**src/rtl/vote_pkg.sv**
```systemverilog
// Shared types and sizing for the plurality vote tally datapath.
package vote_pkg;

  localparam int unsigned NUM_VOTERS = 8;
  localparam int unsigned BALLOT_W   = 2;
  localparam int unsigned NUM_CAND   = 2 ** BALLOT_W;
  localparam int unsigned CNT_W      = $clog2(NUM_VOTERS + 1);

  typedef logic [BALLOT_W-1:0] ballot_t;
  typedef logic [CNT_W-1:0]    count_t;

  typedef enum logic [1:0] {
    ST_IDLE    = 2'd0,
    ST_COLLECT = 2'd1,
    ST_SCAN    = 2'd2,
    ST_DONE    = 2'd3
  } vote_state_e;

endpackage

```
**src/rtl/vote_counter_bank.sv**
```systemverilog
// One vote counter per candidate code, with a combinational read port for the scan.
module vote_counter_bank
  import vote_pkg::*;
(
  input  logic    clk,
  input  logic    rst_n,
  input  logic    clr,
  input  logic    inc,
  input  ballot_t inc_idx,
  input  ballot_t rd_idx,
  output count_t  rd_cnt_c
);

  count_t cnt [NUM_CAND];

  // Clear has priority so a restart never keeps a ballot from the old election.
  always_ff @(posedge clk or negedge rst_n) begin
    if (!rst_n) begin
      for (int i = 0; i < int'(NUM_CAND); i++) cnt[i] <= '0;
    end else if (clr) begin
      for (int i = 0; i < int'(NUM_CAND); i++) cnt[i] <= '0;
    end else if (inc) begin
      cnt[inc_idx] <= cnt[inc_idx] + count_t'(1);
    end
  end

  assign rd_cnt_c = cnt[rd_idx];

endmodule

```
**src/rtl/vote_tally_seq.sv**
```systemverilog
// Serial ballot collector: counts ballots, scans counts one candidate per cycle, holds the winner.
module vote_tally_seq
  import vote_pkg::*;
(
  input  logic                clk,
  input  logic                rst_n,
  input  logic                start_i,
  input  logic                close_i,
  input  logic                ballot_valid_i,
  input  logic [BALLOT_W-1:0] ballot_i,
  output logic                ballot_ready_o,
  output logic                busy_o,
  output logic [CNT_W-1:0]    ballots_o,
  output logic                result_valid_o,
  output logic [BALLOT_W-1:0] winner_o,
  output logic [CNT_W-1:0]    winner_cnt_o,
  output logic                tie_o
);

  vote_state_e state, state_d;
  ballot_t     idx, idx_d;
  count_t      max_cnt, max_cnt_d;
  ballot_t     max_win, max_win_d;
  logic        max_tie, max_tie_d;

  count_t      ballots_d, wcnt_d;
  ballot_t     winner_d;
  logic        valid_d, tie_d, ready_d, busy_d;

  logic        clr, inc, accept;
  count_t      rd_cnt;
  count_t      scan_cnt;
  ballot_t     scan_win;
  logic        scan_tie;

  vote_counter_bank u_bank (
    .clk      (clk),
    .rst_n    (rst_n),
    .clr      (clr),
    .inc      (inc),
    .inc_idx  (ballot_i),
    .rd_idx   (idx),
    .rd_cnt_c (rd_cnt)
  );

  assign accept = ballot_valid_i && ballot_ready_o;

  // One scan step: strict greater-than keeps the lower code on ties.
  always_comb begin
    scan_cnt = max_cnt;
    scan_win = max_win;
    scan_tie = max_tie;
    if (idx == '0) begin
      scan_cnt = rd_cnt;
      scan_win = idx;
      scan_tie = 1'b0;
    end else if (rd_cnt > max_cnt) begin
      scan_cnt = rd_cnt;
      scan_win = idx;
      scan_tie = 1'b0;
    end else if (rd_cnt == max_cnt) begin
      scan_tie = 1'b1;
    end
  end

  always_comb begin
    state_d   = state;
    idx_d     = idx;
    max_cnt_d = max_cnt;
    max_win_d = max_win;
    max_tie_d = max_tie;
    ballots_d = ballots_o;
    valid_d   = result_valid_o;
    winner_d  = winner_o;
    wcnt_d    = winner_cnt_o;
    tie_d     = tie_o;
    clr       = 1'b0;
    inc       = 1'b0;

    if (start_i) begin
      state_d   = ST_COLLECT;
      clr       = 1'b1;
      idx_d     = '0;
      ballots_d = '0;
      valid_d   = 1'b0;
      winner_d  = '0;
      wcnt_d    = '0;
      tie_d     = 1'b0;
    end else begin
      case (state)
        ST_COLLECT: begin
          if (accept) begin
            inc       = 1'b1;
            ballots_d = ballots_o + count_t'(1);
          end
          if (close_i || (accept && ballots_o == count_t'(NUM_VOTERS - 1))) begin
            state_d = ST_SCAN;
            idx_d   = '0;
          end
        end
        ST_SCAN: begin
          max_cnt_d = scan_cnt;
          max_win_d = scan_win;
          max_tie_d = scan_tie;
          idx_d     = idx + ballot_t'(1);
          if (idx == ballot_t'(NUM_CAND - 1)) begin
            state_d  = ST_DONE;
            valid_d  = 1'b1;
            winner_d = scan_win;
            wcnt_d   = scan_cnt;
            tie_d    = scan_tie;
          end
        end
        ST_DONE: state_d = ST_DONE;
        default: state_d = ST_IDLE;
      endcase
    end

    // Handshake flags are registered from the next-state view so they track state exactly.
    ready_d = (state_d == ST_COLLECT) && (ballots_d < count_t'(NUM_VOTERS));
    busy_d  = (state_d == ST_COLLECT) || (state_d == ST_SCAN);
  end

  always_ff @(posedge clk or negedge rst_n) begin
    if (!rst_n) begin
      state          <= ST_IDLE;
      idx            <= '0;
      max_cnt        <= '0;
      max_win        <= '0;
      max_tie        <= 1'b0;
      ballots_o      <= '0;
      result_valid_o <= 1'b0;
      winner_o       <= '0;
      winner_cnt_o   <= '0;
      tie_o          <= 1'b0;
      ballot_ready_o <= 1'b0;
      busy_o         <= 1'b0;
    end else begin
      state          <= state_d;
      idx            <= idx_d;
      max_cnt        <= max_cnt_d;
      max_win        <= max_win_d;
      max_tie        <= max_tie_d;
      ballots_o      <= ballots_d;
      result_valid_o <= valid_d;
      winner_o       <= winner_d;
      winner_cnt_o   <= wcnt_d;
      tie_o          <= tie_d;
      ballot_ready_o <= ready_d;
      busy_o         <= busy_d;
    end
  end

endmodule

```
**config.mk**
```make
export PLATFORM = sky130hd
export DESIGN_NAME = vote_tally_seq
export DESIGN_NICKNAME = d
export VERILOG_FILES = /design/src/rtl/vote_pkg.sv /design/src/rtl/vote_counter_bank.sv /design/src/rtl/vote_tally_seq.sv
export SDC_FILE = /design/constraint.sdc
export NUM_CORES = 1
export LEC_CHECK = 0
export BUFFER_PORTS_ARGS = -buffer_cell sky130_fd_sc_hd__buf_2
export CAP_MARGIN = 20
export CORE_UTILIZATION = 55
export CTS_CLUSTER_DIAMETER = 80
export DETAILED_ROUTE_END_ITERATION = 6
export PLACE_DENSITY = 0.85
export SYNTH_ARGS = -nofsm -noshare
export SYNTH_HDL_FRONTEND = slang
export SYNTH_SLANG_ARGS = --single-unit
```
**constraint.sdc**
```tcl
create_clock -name clk -period 3.4 [get_ports clk]
set_clock_uncertainty 0.1 [all_clocks]
set_input_delay 0.34 -clock clk [delete_from_list [all_inputs] [get_ports clk]]
set_output_delay 0.34 -clock clk [all_outputs]
set_load 0.02 [all_outputs]
```
==> results of run 1 <==
## cell type report
type / instances / area, um2
multi-input combinational: 137 / 1090
clock buffer: 7 / 96.3
sequential: 41 / 1030
timing repair buffer: 20 / 100
fill: 315 / 1330
inverter: 10 / 37.5
clock inverter: 1 / 5.00
tap: 48 / 60.1
## where the power goes
part / internal [mW] / switching (mW) / leakage [nW] / total [mW]
Clock: 0.183 / 0.167 / 0.0542 / 0.350
Combinational: 0.0328 / 0.0564 / 0.530 / 0.0891
Sequential: 0.500 / 0.0171 / 0.561 / 0.517
Total: 0.716 / 0.240 / 1.14 / 0.956
## registers in the layout, summed over array words and instances, names as in the netlist
name and cells:
max_cnt 4, u_bank.cnt 16, max_tie 1, result_valid_o 1
state 2, winner_cnt_o 4, ballots_o 4, tie_o 1
ballot_ready_o 1, max_win 2, winner_o 2, busy_o 1
idx 2
## logic make-up after synthesis
group	Yosys count	share of synthesized area [%]
flops	41	46.6
mux	21	13.9
simple gates	63	16.4
fa+ha+maj	9	5.12
compound gates	37	11.4
buf+inv	20	3.75
xor+xnor	7	2.79
## cell usage in the layout (no fill, tap or decap), drive strengths merged, types with 7 or more instances in the layout
cell    Yosys  layout
ha          9       9
mux4        7       7
nor2       17      17
nand2      10      10
o21ai      11      11
inv        10      10
buf         4      20
nor3        7       7
clkbuf      6       7
mux2i       8       8
a21oi      10      10
dfrtp      41      41
## worst max-delay path: cells and delay by family, from the launching register on
kind                     cells  cell delay [ns]
multiplexers                 2             0.99
AO/OA/AOI/OAI                2             0.78
flip-flops                   1             0.61
adder cells (fa/ha/maj)      1             0.34
AND/OR/NAND/NOR              1             0.20
## routing by layer
layer	GRT usage, %	part of all wire, %
met3	5.21	4.0
met5	0	0
met2	38.0	48
met4	11.7	1.5
met1	30.8	46
## how the worst max path moves through the flow
stage           start          to  depth (start not counted)
6_report       idx[0]  max_cnt[3]                          6
4_1_cts        idx[0]  max_cnt[2]                          6
2_1_floorplan  idx[0]  max_cnt[0]                          7
3_3_place_gp   idx[0]  max_win[1]                          6
5_1_grt        idx[0]  max_win[1]                          6
3_5_place_dp   idx[0]  max_cnt[3]                          6
## stage by stage
stage                     worst slack (ns)  hold WS (ns)  instances  area, um2  utilization (%)
after floorplan                      0.646       -0.0556        198       2200                -
after global placement               0.443         0.356        256       2320             61.9
after detailed placement             0.300         0.363        256       2320             61.9
after CTS                            0.285        0.0883        264       2420             64.6
after global routing                 0.113         0.155        264       2420             64.6
final                                0.274        0.0665        264       2420             64.6
==> results by group, run 1 <==
Status
  • Status: complete, no violations

Setup path
  • FF-to-FF Start: idx[0]
  • Required time of the critical path: 3.49 ns
  • Max incr delay on CP: 0.61 ns
  • CP arrival: approximately 3.2 ns
  • Worst r2r path cells: 6
  • Cell Chain, Critical Path: mux4_2 -> ha_1 -> and4_1 -> o21bai_1 -> o21a_1 -> mux2_2
  • Crit Path Max Fanout: 11
  • Crit path kind: register to register
  • Crit end category: register
  • Slowest stage cell, crit path: dfrtp_1
  • Worst setup SP type: register
  • Reg2Reg Setup Slack: 0.27 ns
  • RR Endpoint: max_cnt[3]

Detailed routing
  • DR iter-0 viols: 130
  • Via density: approximately 5.9
  • Post-DRT Antenna Nets: 0
  • Drt wl/cell: ~16 um
  • Residual DRC: 0
  • Routed wire length: between 4000 and 5000 um
  • Vias: approximately 1600
  • TritonRoute pass-1 iters: 4

CTS
  • # H-tree levels: 2
  • Post-CTS Setup Bufs: 0
  • CTS Sinks: 41
  • Clk buf depth: 2
  • Resize count post-CTS: 0
  • CTS clk-pin slew, worst paths: 0.08 ns
  • Skew-Pair Late Insertion Delay: about 0.3 ns
  • Root buf cell: clkbuf_8
  • CTS tree: done
  • Inserted Clock Buffers: 5
  • Hold buffers post-CTS: 0

Cells and area
  • Final Net Count: ~230
  • Share of layout cells above drive strength 1: approximately 22%
  • Antenna diodes: 0
  • Area grow syn2layout: 9.84%

Floorplanning
  • Die width: ~65 um
  • Core area: ~3700 um2
  • Die H: about 65 um
  • Die ar.: 4260 um2
  • Ports: 21
  • Initial Util: slightly below 60%
  • Core Rows: 22

Place
  • HPWL after DPL: about 3100 um
  • Routability cong.: about 0.82
  • I/O Buffers: 20

Yosys
  • Leading area contributor after synthesis: dfrtp_1
  • Synthesized area: roughly 2200 um2
  • Count of different cell masters after synthesis: 43
  • Top FF cell, synth: dfrtp_1
  • Syn Area/Cell: around 11 um2
  • Most common cell in the netlist: dfrtp_1
  • Synth Net Count: around 210
  • Post-synth EDFFs: 0
  • Register area share after synthesis: a little under half
  • Ys Warns: 0
  • Most frequent cells after synthesis: dfrtp_1 (41), nor2_1 (17), o21ai_0 (11)
  • Fraction of registers with async set/reset: 100%
  • Gate Count Post-Synth: around 200
  • Area contributors post-synth: dfrtp_1 (47%), mux4_2 (7.2%), ha_1 (5.1%)
  • Top-area cell type share of the netlist area: 46.6%
  • Synthesized flop and latch total: 41

Global routing
  • Global-route wire length before repair: 7510 um
  • Largest net degree at the start of global routing: between 40 and 50
  • Vias in the first global route: 1537
  • Initial antenna violation count: 0
  • Total gr overflow: 0
  • Global Route Usage Sum: 23.9%

STA
  • Period utilization: ~92%
  • Unrepaired setup endpoints after global routing: no
  • Fmax: 0.320 GHz
  • Hold Violations, Final: 0
  • Final Setup Violations: 0
  • Min Tclk post-route: between 3 and 4 ns
  • Pins Over Slew Limit: 0
  • Slew headroom: 39.2%
  • Slew @ Worst Pin: 0.913 ns
  • Sum Neg Setup Slack: 0 ns

Power
  • Pwr/cell area: ~400 nW/um2
  • Leak Pwr: ~1.1 nW
  • Tot Pwr: about 0.96 mW
  • Worst vdd ir: approximately 350 uV

Job
  • Max_cap viols: 0

Hold path
  • Worst hold path type: input port to async pin
Note: power is estimated with default switching activity, not from simulation.
==> run 2, diff against run 1 <==
Settings changed: CORE_ASPECT_RATIO from default to 0.75, SETUP_SLACK_MARGIN from default to 0.4.
==> run 2 against run 1 <==
Effect of this change:
- final area rose by 1.0%
- count of clock-buffer cells in the layout unchanged
- via count up 1.1%
- critical path depth unchanged
==> results by group, run 2 (synthesized netlist as in run 1, its figures left out) <==
Status
  • Status: complete, no violations

STA
  • Final Setup Violations: 0
  • Final hold slack: a little over 0.06 ns
  • Min Tclk post-route: 2.86 ns
  • Pins Over Slew Limit: 0
  • Sum Neg Setup Slack: 0 ns
  • Period utilization: between 80% and 90%
  • Fmax: 0.350 GHz
  • Slew headroom: just under 40%
  • Hold Violations, Final: 0
  • Unrepaired setup endpoints after global routing: no
  • Slew @ Worst Pin: between 0.9 and 1 ns

CTS
  • # H-tree levels: 2
  • Skew-Pair Late Insertion Delay: 0.31 ns
  • Root buf cell: clkbuf_8
  • CTS tree: done
  • Inserted Clock Buffers: 5
  • CTS clk-pin slew, worst paths: around 0.08 ns
  • CTS Sinks: between 40 and 50
  • Clk buf depth: 2

Global routing
  • Global-route wire length before repair: roughly 7400 um
  • Initial antenna violation count: 0
  • Global Route Usage Sum: a little under a quarter
  • Total gr overflow: 0
  • Largest net degree at the start of global routing: 42
  • Vias in the first global route: around 1500

Detailed routing
  • DR iter-0 viols: ~140
  • Vias: about 1600
  • TritonRoute pass-1 iters: 4
  • Post-DRT Antenna Nets: 0
  • Residual DRC: 0
  • Drt wl/cell: approximately 17 um
  • Routed wire length: 4440 um
  • Via density: around 6

Cells and area
  • Max reg flops: 16
  • Top reg by flops: u_bank.cnt
  • Commonest non-fill, non-tap cell in the layout: dfrtp_1
  • Share of layout cells above drive strength 1: around 22%
  • Fillers: 304
  • Final Net Count: about 230
  • Antenna diodes: 0
  • Final Instance Area: between 2000 and 2500 um2
  • Area grow syn2layout: 11.0%
  • Commonest cells after routing, fill and taps aside: dfrtp_1 (40), buf_2 (20), nor2_1 (17)

Place
  • Routability cong.: 0.854
  • I/O Buffers: 20
  • HPWL after DPL: 3220 um
  • Placed cell areas: approximately 2300 um2

Setup path
  • Crit path kind: register to register
  • Required time of the critical path: 3.49 ns
  • Worst setup SP type: register
  • Reg2Reg Setup Slack: 0.54 ns
  • Crit Path Max Fanout: 11
  • CP arrival: about 3.0 ns
  • Crit end category: register

Power
  • Tot Pwr: just over 1 mW
  • Int Pwr: between 0.7 and 0.8 mW
  • Comb power frac: roughly 8.9%
  • Switching Share: around a quarter
  • Sequential share of power: between 50% and 60%
  • Leak Pwr: 1.15 nW
  • Pwr/cell area: 418 nW/um2
  • Clk pwr share: 40.4%
  • Worst vdd ir: 270 uV
  • P_sw: 0.247 mW

Floorplanning
  • Ports: 21
  • Initial Util: approximately three fifths
  • Die H: around 57 um
  • Core area: roughly 3700 um2
  • Die ar.: 4260 um2
  • Core Rows: 19
  • Die width: about 75 um

Job
  • Max_cap viols: 0

Hold path
  • Worst hold path type: input port to async pin
==> run 2: layout make-up <==
cell class | instances | area [um2] | area share (%)
multi-input combinational | 137 | 1100 | 44.9
clock buffer | 7 | 86.3 | 3.53
clock inverter | 1 | 30.0 | 1.23
timing repair buffer | 20 | 100 | 4.10
inverter | 10 | 37.5 | 1.54
sequential | 41 | 1030 | 42.1
tap | 52 | 65.1 | 2.66
==> run 2: path summary, 6_finish.rpt <==
path,endpoint,cells after the start,start
setup / recovery,max_cnt[1],6,idx[0]
hold / removal,busy_o,1,rst_n
setup reg to reg,max_cnt[1],6,idx[0]
hold reg to reg,result_valid_o,1,result_valid_o
max in group asynchronous,idx[0],1,rst_n
min in group clk,idx[1],3,close_i
==> run 2: power by group through the flow <==
stage	clock network, mW	registers (mW)	logic [mW]
5_1_grt	0.441	0.519	0.102
2_1_floorplan	0	0.526	0.0587
4_1_cts	0.418	0.517	0.0911
6_report	0.412	0.517	0.0906
3_5_place_dp	0	0.526	0.0902
3_3_place_gp	0	0.526	0.0873
==> run 2: per-layer routing <==
| layer | track usage [%] | vias up | part of all wire, % |
|---|---|---|---|
| met5 | 0 | - | 0 |
| met2 | 34.1 | 45 | 45 |
| li1 | - | 749 | - |
| met4 | 9.43 | 0 | 1.7 |
| met3 | 4.85 | 7 | 4.3 |
| met1 | 35.6 | 786 | 49 |
==> run 2: worst max-delay path: stages, from the launching register on <==
cell and delay, ns:
dfrtp_2 0.51, mux4_2 0.58, ha_1 0.33, and4_1 0.24, o21bai_2 0.30, o21a_1 0.31
mux2_2 0.37
==> run 2: stage by stage <==
stage / setup slack [ns] / utilization (%) / cells
floorplan: 0.646 / - / 198
global placement: 0.419 / 62.2 / 260
detailed placement: 0.277 / 62.2 / 260
CTS: 0.407 / 65.4 / 268
global route: 0.410 / 65.4 / 268
finish: 0.542 / 65.4 / 268
==> run 2: what timing repair did <==
item	in CTS	in global routing
endpoints found under the setup margin	6	13
hold buffers	0	0
gates resized for setup	1	1
buffers inserted	0	0
hold endpoints to repair	0	0
==> run 3, diff against run 2 <==
Settings changed: ABC_AREA from default to 1.
Clock period 3.4 ns to 2.67 ns, I/O delays scaled along.
==> run 3 against run 2 <==
Effect of this change:
- flip-flop and latch count unchanged
- setup slack got worse by 0.12 ns
- critical path depth rose by 9
- critical endpoint is now winner_o[0]
- the run now ends with negative hold slack left
==> results by group, run 3 <==
STA
  • Slew headroom: about two fifths
  • Hold Violations, Final: 8
  • Sum Neg Setup Slack: 0 ns
  • Pins Over Slew Limit: 0
  • Final Setup Violations: 0
  • Final hold slack: -0.0108 ns
  • Min Tclk post-route: roughly 2.2 ns
  • Unrepaired setup endpoints after global routing: no
  • Period utilization: a little over four fifths
  • Slew @ Worst Pin: around 0.90 ns
  • Fmax: ~0.45 GHz

Cells and area
  • Share of layout cells above drive strength 1: 25.7%
  • Area grow syn2layout: 18.0%
  • Top reg by flops: u_bank.cnt
  • Commonest non-fill, non-tap cell in the layout: nand2_1
  • Fillers: 319
  • Commonest cells after routing, fill and taps aside: nand2_1 (96), dfrtp_1 (40), inv_1 (33)
  • Final Net Count: 350
  • Max reg flops: 16
  • Antenna diodes: 0

Floorplanning
  • Core Rows: 20
  • Ports: 21
  • Core area: about 4100 um2
  • Die ar.: 4480 um2
  • Die width: a little under 80 um
  • Die H: a little under 60 um
  • Initial Util: between 50% and 60%

Global routing
  • Met2 usage: a little under two fifths
  • Global-route wire length before repair: 8650 um
  • Initial antenna violation count: 0
  • Largest net degree at the start of global routing: 42
  • Global Route Usage Sum: about a quarter
  • Vias in the first global route: 1870
  • Met1 Usage GRT: around 37%
  • Total gr overflow: 0
  • M3 GR Usage: approximately 5%
  • GRT busiest layer: met1

Hold path
  • Worst hold path type: input port to async pin

Setup path
  • Worst setup SP type: register
  • Required time of the critical path: about 2.8 ns
  • Crit path kind: register to register
  • Crit end category: register
  • Crit Path Max Fanout: 8
  • CP arrival: between 2 and 2.5 ns

CTS
  • Clk buf depth: 2
  • # H-tree levels: 2
  • Inserted Clock Buffers: 5
  • CTS Sinks: a little over 40
  • Root buf cell: clkbuf_8
  • Hold buffers post-CTS: 0
  • CTS tree: done
  • CTS clk-pin slew, worst paths: around 0.080 ns
  • Skew-Pair Late Insertion Delay: ~0.29 ns

Detailed routing
  • TritonRoute pass-1 iters: 5
  • Post-DRT Antenna Nets: 0
  • Via density: 5.48
  • Routed wire length: 5550 um
  • Residual DRC: 0
  • DR iter-0 viols: approximately 220
  • Drt wl/cell: 14.2 um
  • Vias: between 2000 and 2500

Yosys
  • Syn Area/Cell: 7.60 um2
  • Top-area cell type share of the netlist area: between 40% and 50%
  • Synthesized flop and latch total: 41
  • Gate Count Post-Synth: slightly above 300
  • Most frequent cells after synthesis: nand2_1 (110), dfrtp_1 (41), inv_1 (36)
  • Fraction of registers with async set/reset: between 90% and 100%
  • Ys Warns: 0
  • Synthesized area: between 2000 and 2500 um2
  • Synth Net Count: about 320
  • Area contributors post-synth: dfrtp_1 (44%), nand2_1 (18%), nand3_1 (6.0%)
  • Post-synth EDFFs: 0
  • Leading area contributor after synthesis: dfrtp_1
  • Top FF cell, synth: dfrtp_1
  • Register area share after synthesis: approximately 44%
  • Count of different cell masters after synthesis: 26
  • Most common cell in the netlist: nand2_1

Power
  • Tot Pwr: 1.41 mW
  • Leak Pwr: between 1 and 1.5 nW
  • Pwr/cell area: around 510 nW/um2
  • Worst vdd ir: between 300 and 400 uV

Place
  • HPWL after DPL: 3770 um
  • Routability cong.: around 0.94
  • I/O Buffers: 20

Status
  • Status: finished, violations left
  • Failing checks: negative hold slack

Job
  • Max_cap viols: 0
## run 3: cell type report
cell class                      count  area (um2)  share of cell area [%]
Multi-Input combinational cell    219        1220                    44.5
Sequential cell                    41        1030                    37.6
Inverter                           41         154                    5.63
Timing Repair Buffer               26         153                    5.58
Clock buffer                        5        68.8                    2.52
Tap cell                           55        68.8                    2.52
Clock inverter                      3        46.3                    1.69
## run 3: timing repair
item	in CTS	in global routing
setup buffers	2	4
gates resized for setup	1	32
pin swaps	0	12
endpoints found under the setup margin	12	14
## run 3: cell families (layout without fill, tap and decap cells)
family / Yosys count / in the layout / share of synthesized area (%)
buf+inv: 45 / 75 / 7.78
compound gates: 41 / 41 / 9.40
fa+ha+maj: 9 / 9 / 4.86
simple gates: 169 / 169 / 33.7
flops: 41 / 41 / 44.3
## run 3: worst max-delay path: stages (launching register included)
cell and delay (ns):
dfrtp_2 0.48, buf_4 0.16, a21oi_1 0.19, o21ai_0 0.15, nand2_1 0.14, ha_2 0.18, inv_1 0.05, nand2_2 0.06
nand2_2 0.06, nand2_2 0.07, nand2_2 0.06, nand2_4 0.14, nand2_8 0.09, nand2_2 0.09, nand3_1 0.08, nand2_1 0.08
## run 3: path summary, 6_finish.rpt
path	from	end	slack, ns	depth (start not counted)
min in group clk	start_i	state[1]	0.10	2
worst max register to register	idx[0]	winner_o[0]	0.42	15
worst min-delay path	rst_n	tie_o	-0.01	1
worst max-delay path	idx[0]	winner_o[0]	0.42	15
max in group asynchronous	rst_n	idx[0]	1.86	1
worst min register to register	winner_cnt_o[3]	winner_cnt_o[3]	0.38	2
## run 3: per-layer routing
metal,share of wire (%),up-vias
li1,-,1024
met1,45,992
met2,45,108
met3,7.5,12
met4,1.7,0
met5,0,-
## run 3: power by group
group	internal, mW	leakage (nW)	switching, mW
clock network	0.280	0.0543	0.227
logic	0.0684	0.801	0.163
registers	0.648	0.557	0.0183
## run 3: stage by stage
step / cell area (um2) / instances / setup WS [ns] / hold WS (ns) / util, %
finish: 2730 / 390 / 0.423 / -0.0108 / 67.4
global route: 2730 / 390 / 0.321 / 0.0525 / 67.4
detailed placement: 2460 / 376 / 0.274 / 0.346 / 60.7
CTS: 2590 / 386 / 0.426 / 0.0206 / 63.9
global placement: 2460 / 376 / 0.348 / 0.332 / 60.7
floorplan: 2320 / 305 / 0.659 / -0.129 / -
